## src/rtl/agc_sequencer_if.sv

```systemverilog
// Sequencer-facing bundle: memory fetch handshake, issue/execute handshake, interrupt lines, debug taps.
// master = sequencer side, slave = memory/datapath side.
interface agc_sequencer_if #(
  parameter int WORD_W   = 16,
  parameter int ADDR_W   = 12,
  parameter int NUM_RUPT = 10
);
  logic                mem_req;
  logic [ADDR_W-1:0]   mem_addr;
  logic [2:0]          mem_ebank;
  logic [4:0]          mem_fbank;
  logic                mem_sbank;
  logic                mem_ack;
  logic [WORD_W-1:0]   mem_rdata;

  logic                ins_valid;
  logic [2:0]          ins_opcode;
  logic [1:0]          ins_qc;
  logic [ADDR_W-1:0]   ins_s;
  logic                ins_extra;

  logic                exec_done;
  logic                exec_branch;
  logic [ADDR_W-1:0]   exec_target;
  logic                exec_extend;
  logic                exec_inhint;
  logic                exec_relint;
  logic                exec_resume;
  logic [2:0]          bank_we;
  logic [4:0]          bank_wdata;

  logic [NUM_RUPT-1:0] rupt_req;
  logic                in_isr;
  logic [ADDR_W-1:0]   z_out;
  logic [ADDR_W-1:0]   zrupt_out;

  modport master (
    output mem_req, mem_addr, mem_ebank, mem_fbank, mem_sbank,
    input  mem_ack, mem_rdata,
    output ins_valid, ins_opcode, ins_qc, ins_s, ins_extra,
    input  exec_done, exec_branch, exec_target, exec_extend, exec_inhint,
    input  exec_relint, exec_resume, bank_we, bank_wdata,
    input  rupt_req,
    output in_isr, z_out, zrupt_out
  );

  modport slave (
    input  mem_req, mem_addr, mem_ebank, mem_fbank, mem_sbank,
    output mem_ack, mem_rdata,
    input  ins_valid, ins_opcode, ins_qc, ins_s, ins_extra,
    output exec_done, exec_branch, exec_target, exec_extend, exec_inhint,
    output exec_relint, exec_resume, bank_we, bank_wdata,
    output rupt_req,
    input  in_isr, z_out, zrupt_out
  );
endinterface

```

## src/rtl/agc_sequencer.sv

```systemverilog
// AGC instruction sequencer: FETCH -> ISSUE -> CHECK loop with banked fetch, extracode and prioritised interrupts.
// Latency: mem_ack -> ins_valid 1 cycle, exec_done -> next mem_req 2 cycles; waits indefinitely on mem_ack / exec_done.
module agc_sequencer #(
  parameter int                WORD_W    = 16,
  parameter int                ADDR_W    = 12,
  parameter int                NUM_RUPT  = 10,
  parameter logic [ADDR_W-1:0] RESET_Z   = 12'o4000,
  parameter logic [ADDR_W-1:0] RUPT_BASE = 12'o4004
) (
  input  logic             clk,
  input  logic             reset,
  agc_sequencer_if.master  bus
);
  typedef enum logic [1:0] {S_FETCH, S_ISSUE, S_CHECK} state_t;

  state_t              state_q, state_d;
  logic                run_q, run_d;
  logic [ADDR_W-1:0]   z_q, z_d, zrupt_q, zrupt_d;
  logic [WORD_W-1:0]   b_q, b_d, brupt_q, brupt_d;
  logic                ext_q, ext_d, extra_q, extra_d;
  logic                inh_q, inh_d, isr_q, isr_d;
  logic [NUM_RUPT-1:0] pend_q, pend_d, take_mask, pend_clr;
  logic [2:0]          eb_q, eb_d;
  logic [4:0]          fb_q, fb_d;
  logic                sb_q, sb_d;
  logic [ADDR_W-1:0]   vec_addr;
  logic                take;

  // Scanning from the top leaves the lowest-numbered pending channel selected.
  always_comb begin
    take_mask = '0;
    vec_addr  = RUPT_BASE;
    for (int i = NUM_RUPT - 1; i >= 0; i--) begin
      if (pend_q[i]) begin
        take_mask    = '0;
        take_mask[i] = 1'b1;
        vec_addr     = RUPT_BASE + ADDR_W'(4 * i);
      end
    end
  end

  assign take = (|pend_q) && !inh_q && !ext_q && !isr_q;

  always_comb begin
    state_d  = state_q;
    run_d    = 1'b1;
    z_d      = z_q;
    zrupt_d  = zrupt_q;
    b_d      = b_q;
    brupt_d  = brupt_q;
    ext_d    = ext_q;
    extra_d  = extra_q;
    inh_d    = inh_q;
    isr_d    = isr_q;
    eb_d     = eb_q;
    fb_d     = fb_q;
    sb_d     = sb_q;
    pend_clr = '0;

    case (state_q)
      S_FETCH: begin
        if (run_q && bus.mem_ack) begin
          b_d     = bus.mem_rdata;
          z_d     = z_q + ADDR_W'(1);
          extra_d = ext_q;
          ext_d   = 1'b0;
          state_d = S_ISSUE;
        end
      end
      S_ISSUE: begin
        if (bus.exec_done) begin
          if (bus.exec_branch) z_d = bus.exec_target;
          if (bus.exec_extend) ext_d = 1'b1;
          if (bus.exec_inhint) inh_d = 1'b1;
          if (bus.exec_relint) inh_d = 1'b0;
          if (bus.bank_we[0]) eb_d = bus.bank_wdata[2:0];
          if (bus.bank_we[1]) fb_d = bus.bank_wdata;
          if (bus.bank_we[2]) sb_d = bus.bank_wdata[0];
          if (bus.exec_resume) begin
            // Restored B is reissued directly; it carries no extracode context.
            z_d     = zrupt_q;
            b_d     = brupt_q;
            isr_d   = 1'b0;
            extra_d = 1'b0;
            state_d = S_ISSUE;
          end else begin
            state_d = S_CHECK;
          end
        end
      end
      S_CHECK: begin
        state_d = S_FETCH;
        if (take) begin
          zrupt_d  = z_q;
          brupt_d  = b_q;
          z_d      = vec_addr;
          isr_d    = 1'b1;
          pend_clr = take_mask;
        end
      end
      default: state_d = S_FETCH;
    endcase

    pend_d = (pend_q & ~pend_clr) | bus.rupt_req;
  end

  always_ff @(posedge clk or posedge reset) begin
    if (reset) begin
      state_q <= S_FETCH;
      run_q   <= 1'b0;
      z_q     <= RESET_Z;
      zrupt_q <= '0;
      b_q     <= '0;
      brupt_q <= '0;
      ext_q   <= 1'b0;
      extra_q <= 1'b0;
      inh_q   <= 1'b0;
      isr_q   <= 1'b0;
      pend_q  <= '0;
      eb_q    <= '0;
      fb_q    <= '0;
      sb_q    <= 1'b0;
    end else begin
      state_q <= state_d;
      run_q   <= run_d;
      z_q     <= z_d;
      zrupt_q <= zrupt_d;
      b_q     <= b_d;
      brupt_q <= brupt_d;
      ext_q   <= ext_d;
      extra_q <= extra_d;
      inh_q   <= inh_d;
      isr_q   <= isr_d;
      pend_q  <= pend_d;
      eb_q    <= eb_d;
      fb_q    <= fb_d;
      sb_q    <= sb_d;
    end
  end

  assign bus.mem_req    = run_q && (state_q == S_FETCH);
  assign bus.mem_addr   = z_q;
  assign bus.mem_ebank  = eb_q;
  assign bus.mem_fbank  = fb_q;
  assign bus.mem_sbank  = sb_q;
  assign bus.ins_valid  = (state_q == S_ISSUE);
  assign bus.ins_opcode = b_q[WORD_W-1 -: 3];
  assign bus.ins_qc     = b_q[WORD_W-4 -: 2];
  assign bus.ins_s      = b_q[ADDR_W:1];
  assign bus.ins_extra  = extra_q;
  assign bus.in_isr     = isr_q;
  assign bus.z_out      = z_q;
  assign bus.zrupt_out  = zrupt_q;
endmodule

```

## src/flat_wrapper.sv

```systemverilog
// flat-port wrapper written by rule: the top's interface ports become plain ports
module agc_sequencer_flat 
#(
  parameter int                WORD_W    = 16,
  parameter int                ADDR_W    = 12,
  parameter int                NUM_RUPT  = 10,
  parameter logic [ADDR_W-1:0] RESET_Z   = 12'o4000,
  parameter logic [ADDR_W-1:0] RUPT_BASE = 12'o4004
)
  (clk, reset, bus_mem_req, bus_mem_addr, bus_mem_ebank, bus_mem_fbank, bus_mem_sbank, bus_mem_ack, bus_mem_rdata, bus_ins_valid, bus_ins_opcode, bus_ins_qc, bus_ins_s, bus_ins_extra, bus_exec_done, bus_exec_branch, bus_exec_target, bus_exec_extend, bus_exec_inhint, bus_exec_relint, bus_exec_resume, bus_bank_we, bus_bank_wdata, bus_rupt_req, bus_in_isr, bus_z_out, bus_zrupt_out);
  agc_sequencer_if #(.WORD_W(WORD_W), .ADDR_W(ADDR_W), .NUM_RUPT(NUM_RUPT)) bus_i ();
  input  logic clk;
  input  logic reset;
  output wire logic [$bits(bus_i.mem_req)-1:0] bus_mem_req;
  output wire logic [$bits(bus_i.mem_addr)-1:0] bus_mem_addr;
  output wire logic [$bits(bus_i.mem_ebank)-1:0] bus_mem_ebank;
  output wire logic [$bits(bus_i.mem_fbank)-1:0] bus_mem_fbank;
  output wire logic [$bits(bus_i.mem_sbank)-1:0] bus_mem_sbank;
  input wire logic [$bits(bus_i.mem_ack)-1:0] bus_mem_ack;
  input wire logic [$bits(bus_i.mem_rdata)-1:0] bus_mem_rdata;
  output wire logic [$bits(bus_i.ins_valid)-1:0] bus_ins_valid;
  output wire logic [$bits(bus_i.ins_opcode)-1:0] bus_ins_opcode;
  output wire logic [$bits(bus_i.ins_qc)-1:0] bus_ins_qc;
  output wire logic [$bits(bus_i.ins_s)-1:0] bus_ins_s;
  output wire logic [$bits(bus_i.ins_extra)-1:0] bus_ins_extra;
  input wire logic [$bits(bus_i.exec_done)-1:0] bus_exec_done;
  input wire logic [$bits(bus_i.exec_branch)-1:0] bus_exec_branch;
  input wire logic [$bits(bus_i.exec_target)-1:0] bus_exec_target;
  input wire logic [$bits(bus_i.exec_extend)-1:0] bus_exec_extend;
  input wire logic [$bits(bus_i.exec_inhint)-1:0] bus_exec_inhint;
  input wire logic [$bits(bus_i.exec_relint)-1:0] bus_exec_relint;
  input wire logic [$bits(bus_i.exec_resume)-1:0] bus_exec_resume;
  input wire logic [$bits(bus_i.bank_we)-1:0] bus_bank_we;
  input wire logic [$bits(bus_i.bank_wdata)-1:0] bus_bank_wdata;
  input wire logic [$bits(bus_i.rupt_req)-1:0] bus_rupt_req;
  output wire logic [$bits(bus_i.in_isr)-1:0] bus_in_isr;
  output wire logic [$bits(bus_i.z_out)-1:0] bus_z_out;
  output wire logic [$bits(bus_i.zrupt_out)-1:0] bus_zrupt_out;
  assign bus_mem_req = bus_i.mem_req;
  assign bus_mem_addr = bus_i.mem_addr;
  assign bus_mem_ebank = bus_i.mem_ebank;
  assign bus_mem_fbank = bus_i.mem_fbank;
  assign bus_mem_sbank = bus_i.mem_sbank;
  assign bus_i.mem_ack = bus_mem_ack;
  assign bus_i.mem_rdata = bus_mem_rdata;
  assign bus_ins_valid = bus_i.ins_valid;
  assign bus_ins_opcode = bus_i.ins_opcode;
  assign bus_ins_qc = bus_i.ins_qc;
  assign bus_ins_s = bus_i.ins_s;
  assign bus_ins_extra = bus_i.ins_extra;
  assign bus_i.exec_done = bus_exec_done;
  assign bus_i.exec_branch = bus_exec_branch;
  assign bus_i.exec_target = bus_exec_target;
  assign bus_i.exec_extend = bus_exec_extend;
  assign bus_i.exec_inhint = bus_exec_inhint;
  assign bus_i.exec_relint = bus_exec_relint;
  assign bus_i.exec_resume = bus_exec_resume;
  assign bus_i.bank_we = bus_bank_we;
  assign bus_i.bank_wdata = bus_bank_wdata;
  assign bus_i.rupt_req = bus_rupt_req;
  assign bus_in_isr = bus_i.in_isr;
  assign bus_z_out = bus_i.z_out;
  assign bus_zrupt_out = bus_i.zrupt_out;
  agc_sequencer #(.WORD_W(WORD_W), .ADDR_W(ADDR_W), .NUM_RUPT(NUM_RUPT), .RESET_Z(RESET_Z), .RUPT_BASE(RUPT_BASE)) u_core (.clk(clk), .reset(reset), .bus(bus_i));
endmodule
```

## config.mk

```make
export PLATFORM = sky130hd
export DESIGN_NAME = agc_sequencer_flat
export DESIGN_NICKNAME = d
export VERILOG_FILES = /design/src/rtl/agc_sequencer_if.sv /design/src/rtl/agc_sequencer.sv /design/src/flat_wrapper.sv
export SDC_FILE = /design/constraint.sdc
export NUM_CORES = 1
export LEC_CHECK = 0
export CAP_MARGIN = 10
export CELL_PAD_IN_SITES_DETAIL_PLACEMENT = 1
export CELL_PAD_IN_SITES_GLOBAL_PLACEMENT = 1
export CORE_MARGIN = 2
export CORE_UTILIZATION = 40
export CTS_BUF_LIST = sky130_fd_sc_hd__clkbuf_8 sky130_fd_sc_hd__clkbuf_16
export CTS_CLUSTER_DIAMETER = 120
export DETAILED_ROUTE_END_ITERATION = 16
export GPL_ROUTABILITY_DRIVEN = 0
export PLACE_DENSITY = 0.83
export RECOVER_POWER = 25
export SLEW_MARGIN = 15
export SYNTH_ARGS = -nofsm -noshare
export SYNTH_HDL_FRONTEND = slang
export SYNTH_SLANG_ARGS = --single-unit
```

## constraint.sdc

```tcl
create_clock -name clk -period 4.3 [get_ports clk]
set_input_delay 0.43 -clock clk [delete_from_list [all_inputs] [get_ports clk]]
set_output_delay 0.43 -clock clk [all_outputs]
set_load 0.05 [all_outputs]
```

Yosys cells after proc, flatten, opt, wreduce, memory -nomap -nowiden:

Index checks and enable logic that the tools add are counted.

* register bits: 82
* input bits: 55
* logic and storage cells: 98

* $add $sub $neg: 1
* eq/ne operators: 8
* mux-type cells: 48
* bitwise operators: 3
* reduce and logical (&&, ||, !) cells: 24

Operators with widths (number)
* 10-bit 2-to-1 mux: 12
* 12-bit 2-to-1 mux: 5
* 6-bit 2-to-1 mux: 10
* 16-bit 2-to-1 mux: 3
* 12-bit case mux with 3 select lines: 1
* 16-bit case mux with 2 select lines: 1
* 12-bit by 1-bit adder with 12-bit output (second input constant): 1
* 3-bit AND reduction: 4
* 4-bit AND reduction: 3
* 10-bit bitwise AND: 1
* 2-bit by 1-bit != test with 1-bit output (second input constant): 5
* 10-bit inverter: 1
* 10-bit OR: 1
* 10-bit OR reduction: 1
* 1-bit 2-to-1 mux: 9
* 2-bit 2-to-1 mux: 3
* 1-bit case mux with 2 select lines: 3
* 2-bit nonzero test: 3
* 1-bit logical AND: 5
* 5-bit AND reduction: 1
* 2-bit case mux with 2 select lines: 1
* 2-bit AND reduction: 2
* 1-bit zero test: 3
* 3-bit by 1-bit != test with 1-bit output (second input constant): 1
* 4 further kinds: 4

Logic depth before layout (Yosys ltp):

* depth in word-level cells: 15
* gate-level depth with buffers: 9

Worst setup path before layout:

Ideal clock, no wire load.

* kind: register to register
* start: reg u_core.state_q[1]
* end: reg u_core.z_q[6] (netlist: u_core.bus.mem_addr[6])
* setup time: 0.121 ns
* arrival: 2.121 ns
* slack: 2.058 ns
* cell stages (with the launch flop): 10
* path buffers: 2
* clock period less this slack: 2.242 ns
* cells stage by stage: dfrtp_1 > inv_1 > ha_1 > clkbuf_1 > nand2b_1 > nor2_1 > a2111oi_4 > buf_6 > o21ai_2 > a22o_1

* word-level cells in the longest chain between the ends: 3
* elaborated cells between the ends (all ways): 10
* those cells by class: eq/ne: 6; mux: 1; reduce/logical: 3

Ends and longest elaborated chain
* start, declared: RTL line agc_sequencer.sv:16 `state_t state_q, state_d;`
* start signal, assigned: RTL line agc_sequencer.sv:124 `state_q <= state_d;`
* 2-bit by 1-bit equality test with 1-bit output (*)
* net bus_ins_valid: RTL line flat_wrapper.sv:21 `output wire logic [$bits(bus_i.ins_valid)-1:0] bus_ins_valid;`
* 3-bit by 1-bit != test with 1-bit output (no source line) (tied with other cells)
* 5-bit AND reduction (no source line)
* end signal, assigned: RTL line agc_sequencer.sv:126 `z_q <= z_d;`
* end, declared: RTL line agc_sequencer.sv:18 `logic [ADDR_W-1:0] z_q, z_d, zrupt_q, zrupt_d;`

The timed path passes the listed nets; every way through them passes the cells marked *.
A chain may end at the register's enable or synchronous reset.

Final worst setup path:

* start: reg u_core.state_q[1]
* end: out bus_ins_valid

* word-level cells in the longest chain between the ends: 1

Ends and longest elaborated chain
* 2-bit by 1-bit equality test with 1-bit output: RTL line agc_sequencer.sv:146 `assign bus.ins_valid = (state_q == S_ISSUE);`
* end, declared: RTL line flat_wrapper.sv:21

No other way between the ends.

==> flow_summary.toml <==
[yosys]
synth_nets = 415
ys_top_cells_by_count = "dfrtp_1, nor2_1, a21oi_1, mux2i_1, mux2_4"
ys.flop_type = "dfrtp_1"
yosysMostFrequentCell = "dfrtp_1"
yosysTopAreaCell = "dfrtp_1"
synthArstFlopShare_pct = 100
ys_warn_count = 0
synth_edf_count = 0
syn_area_um2 = 4090
synth_cells = 355
synth_cell_types = 56
avgSynthCellArea_um2 = 11.5
netlist.area_leader.share_pct = 48.4
ys_seq_elements = 80
synth-seq-area-share_pct = 49.0
synthTopCellsByArea = "dfrtp_1, mux2_4, mux2i_1"

[layout]
num-nets-final = 521
area_growth_pct = 33.5
multi_input_area_um2 = 1830
regArea_um2 = 2000
n_antenna_cell = 0
fin_area_um2 = 5460
n_fill_cell = 1047
utilization_pct = 55.3
drive_gt1_share_pct = 15.7

[worst_setup_path]
cp.arrival_ps = 2370
rr_startpoint = "u_core.state_q[1]"
reg2regPathDepth = 8
critical_path_required_ps = 3870
path_class = "reg2out"
reg2reg_to = "u_core.bus.mem_addr[11]"
r2r_slack_ps = 1790
endpoint_kind = "primary output"
crit_path_start_kind = "register"
crit_fanout = 15

[drt]
vias = 3133
drc = 0
drt_iter0_markers = 78
ant_nets = 0
wl_per_cell_um = 17.7
via_per_inst = 5.23
drt_pass1_iterations = 4
drt-total-wl_um = 10600

[power_and_ir_drop]
p_sw_share_pct = 50.2
clkPwrFrac_pct = 11.4
ir_drop_uv = 389
p_per_area_nw_per_um2 = 875
p_switching_w = 0.00240
p_seq_share_pct = 28.5
p_leak_nw = 2.30
total_power_w = 0.00478
p_int_w = 0.00238
p_comb_share_pct = 60.2

[min_path]
min_from = "u_core.bus.mem_sbank"
min_to = "u_core.bus.mem_sbank"
hold_class = "reg2reg"
hold_depth = 1

[clock_tree]
cts.sinks = 80
clockBufferDepth = 2
holdBufCountCts = 0
htreeDepth = 3
path_clk_slew_ps = 90
cts_buffers = 9
postCtsSetupBuffers = 0
cts_tree = "yes"
clockRootBuffer = "clkbuf_8"
post_cts_resized = 0
insertion_delay_ps = 360

[sta]
tightestPinTransition_ps = 2340
finalMaxSlewViolations = 53
period_share_pct = 65.1
finalHoldViolCount = 0
grt_setup_unrepaired = "false"
setup-violations-final = 0
finClkSkew_ps = 11.7
postLayoutSetupSlackWorst_ps = 1500
post-route-min-period_ps = 2800
max_freq_mhz = 357
relSlewSlack_pct = -56.9
tns_ps = 0

[placement]
portBuffers = 119
preCtsSetupSlack_ps = 1760
dpl.hpwl_um = 7560
place_area_um2 = 5270

[die]
dieHeight_um = 105
num_io_pins = 121
coreArea_um2 = 9860
rows = 36
die-area_um2 = 11000
die_x_um = 105
initial_core_util_pct = 41.4

[grt]
grt_start_max_net_pins = 53
antenna_found_initial = 0
grt_use_total_pct = 20.3
grt-ovfl-total = 0
grt_first_pass_wirelength_um = 18000
first_global_vias = 3441

[outcome]
outcome = "finished with violations"
violations = "max-capacitance violations, max-slew violations"

[job]
max_cap_viol_count = 1
worst max-delay path, stage by stage, from the launching register on:
cell             delay, ps
dfrtp_1                420
inv_1                   90
ha_1                   570
clkdlybuf4s50_1        930
cell type report:
cell class | instances | area share, %
clock inverters | 7 | 1.15
inverters | 10 | 0.711
clock buffers | 9 | 2.27
repair buffers | 125 | 22.7
flip-flops and latches | 80 | 36.7
well taps | 133 | 3.05
multi-input cells | 235 | 33.5
power by group through the flow:
| stage | Clock [W] | Combinational, W | Sequential (W) |
|---|---|---|---|
| finish | 0.000542 | 0.00287 | 0.00136 |
| global route | 0.000586 | 0.00307 | 0.00142 |
| global placement | 0 | 0.00282 | 0.00134 |
| CTS | 0.000560 | 0.00291 | 0.00136 |
| detailed placement | 0 | 0.00289 | 0.00138 |
| floorplan | 0 | 0.00138 | 0.00207 |
state kept, by name, indices dropped and copies added (netlist names), 2 cells and up:
signal                count
u_core.state_q            2
u_core.pend_q            10
u_core.bus.mem_ebank      3
u_core.bus.zrupt_out     12
u_core.brupt_q           15
u_core.bus.mem_addr      12
u_core.b_q               15
u_core.bus.mem_fbank      5
how the worst max path moves through the flow:
stage / slack (ps) / end / depth (start not counted) / from
after floorplan: 1820 / u_core.b_q[10] / 1 / reset
after global placement: 1770 / u_core.bus.mem_addr[11] / 6 / bus_exec_done
after detailed placement: 1760 / u_core.bus.mem_addr[11] / 6 / bus_exec_done
after CTS: 1480 / bus_ins_valid / 3 / u_core.state_q[1]
after global routing: 1390 / bus_ins_valid / 3 / u_core.state_q[1]
final: 1500 / bus_ins_valid / 3 / u_core.state_q[1]
placed cells by master, fill, tap and decap left out, drive strengths merged, types with 4 or more instances in the layout:
cell type,n
clkdlybuf4s50,118
dfrtp,79
mux2,37
nor2,33
a21oi,29
mux2i,28
o21ai,18
inv,13
nand3,11
nand2,10
clkbuf,9
nand2b,7
a22o,7
buf,6
nor3,6
ha,5
and3,4
a21o,4
stage by stage:
stage | hold WS [ps] | cells
after floorplan | 464 | 355
after global placement | 474 | 583
after detailed placement | 496 | 583
after CTS | 522 | 599
after global routing | 542 | 599
final | 519 | 599
cell families (layout without fill, tap and decap cells):
| kind of cell | after synthesis | count (layout) | synth area share (%) |
|---|---|---|---|
| compound gates | 83 | 83 | 14.2 |
| simple gates | 81 | 81 | 9.92 |
| flops | 80 | 80 | 49.0 |
| mux | 65 | 65 | 18.9 |
| buf+inv | 40 | 151 | 6.37 |
| fa+ha+maj | 5 | 5 | 1.53 |
| other cells | 1 | 1 | 0.0918 |
routing by layer:
metal	vias up	GRT usage, %	share of wire, %
met5	-	0	0
met3	7	6.61	6.1
met1	1554	25.2	43
met2	94	34.5	50
met4	0	4.48	0.78
li1	1478	-	-
Note: power is estimated with default switching activity, not from simulation.
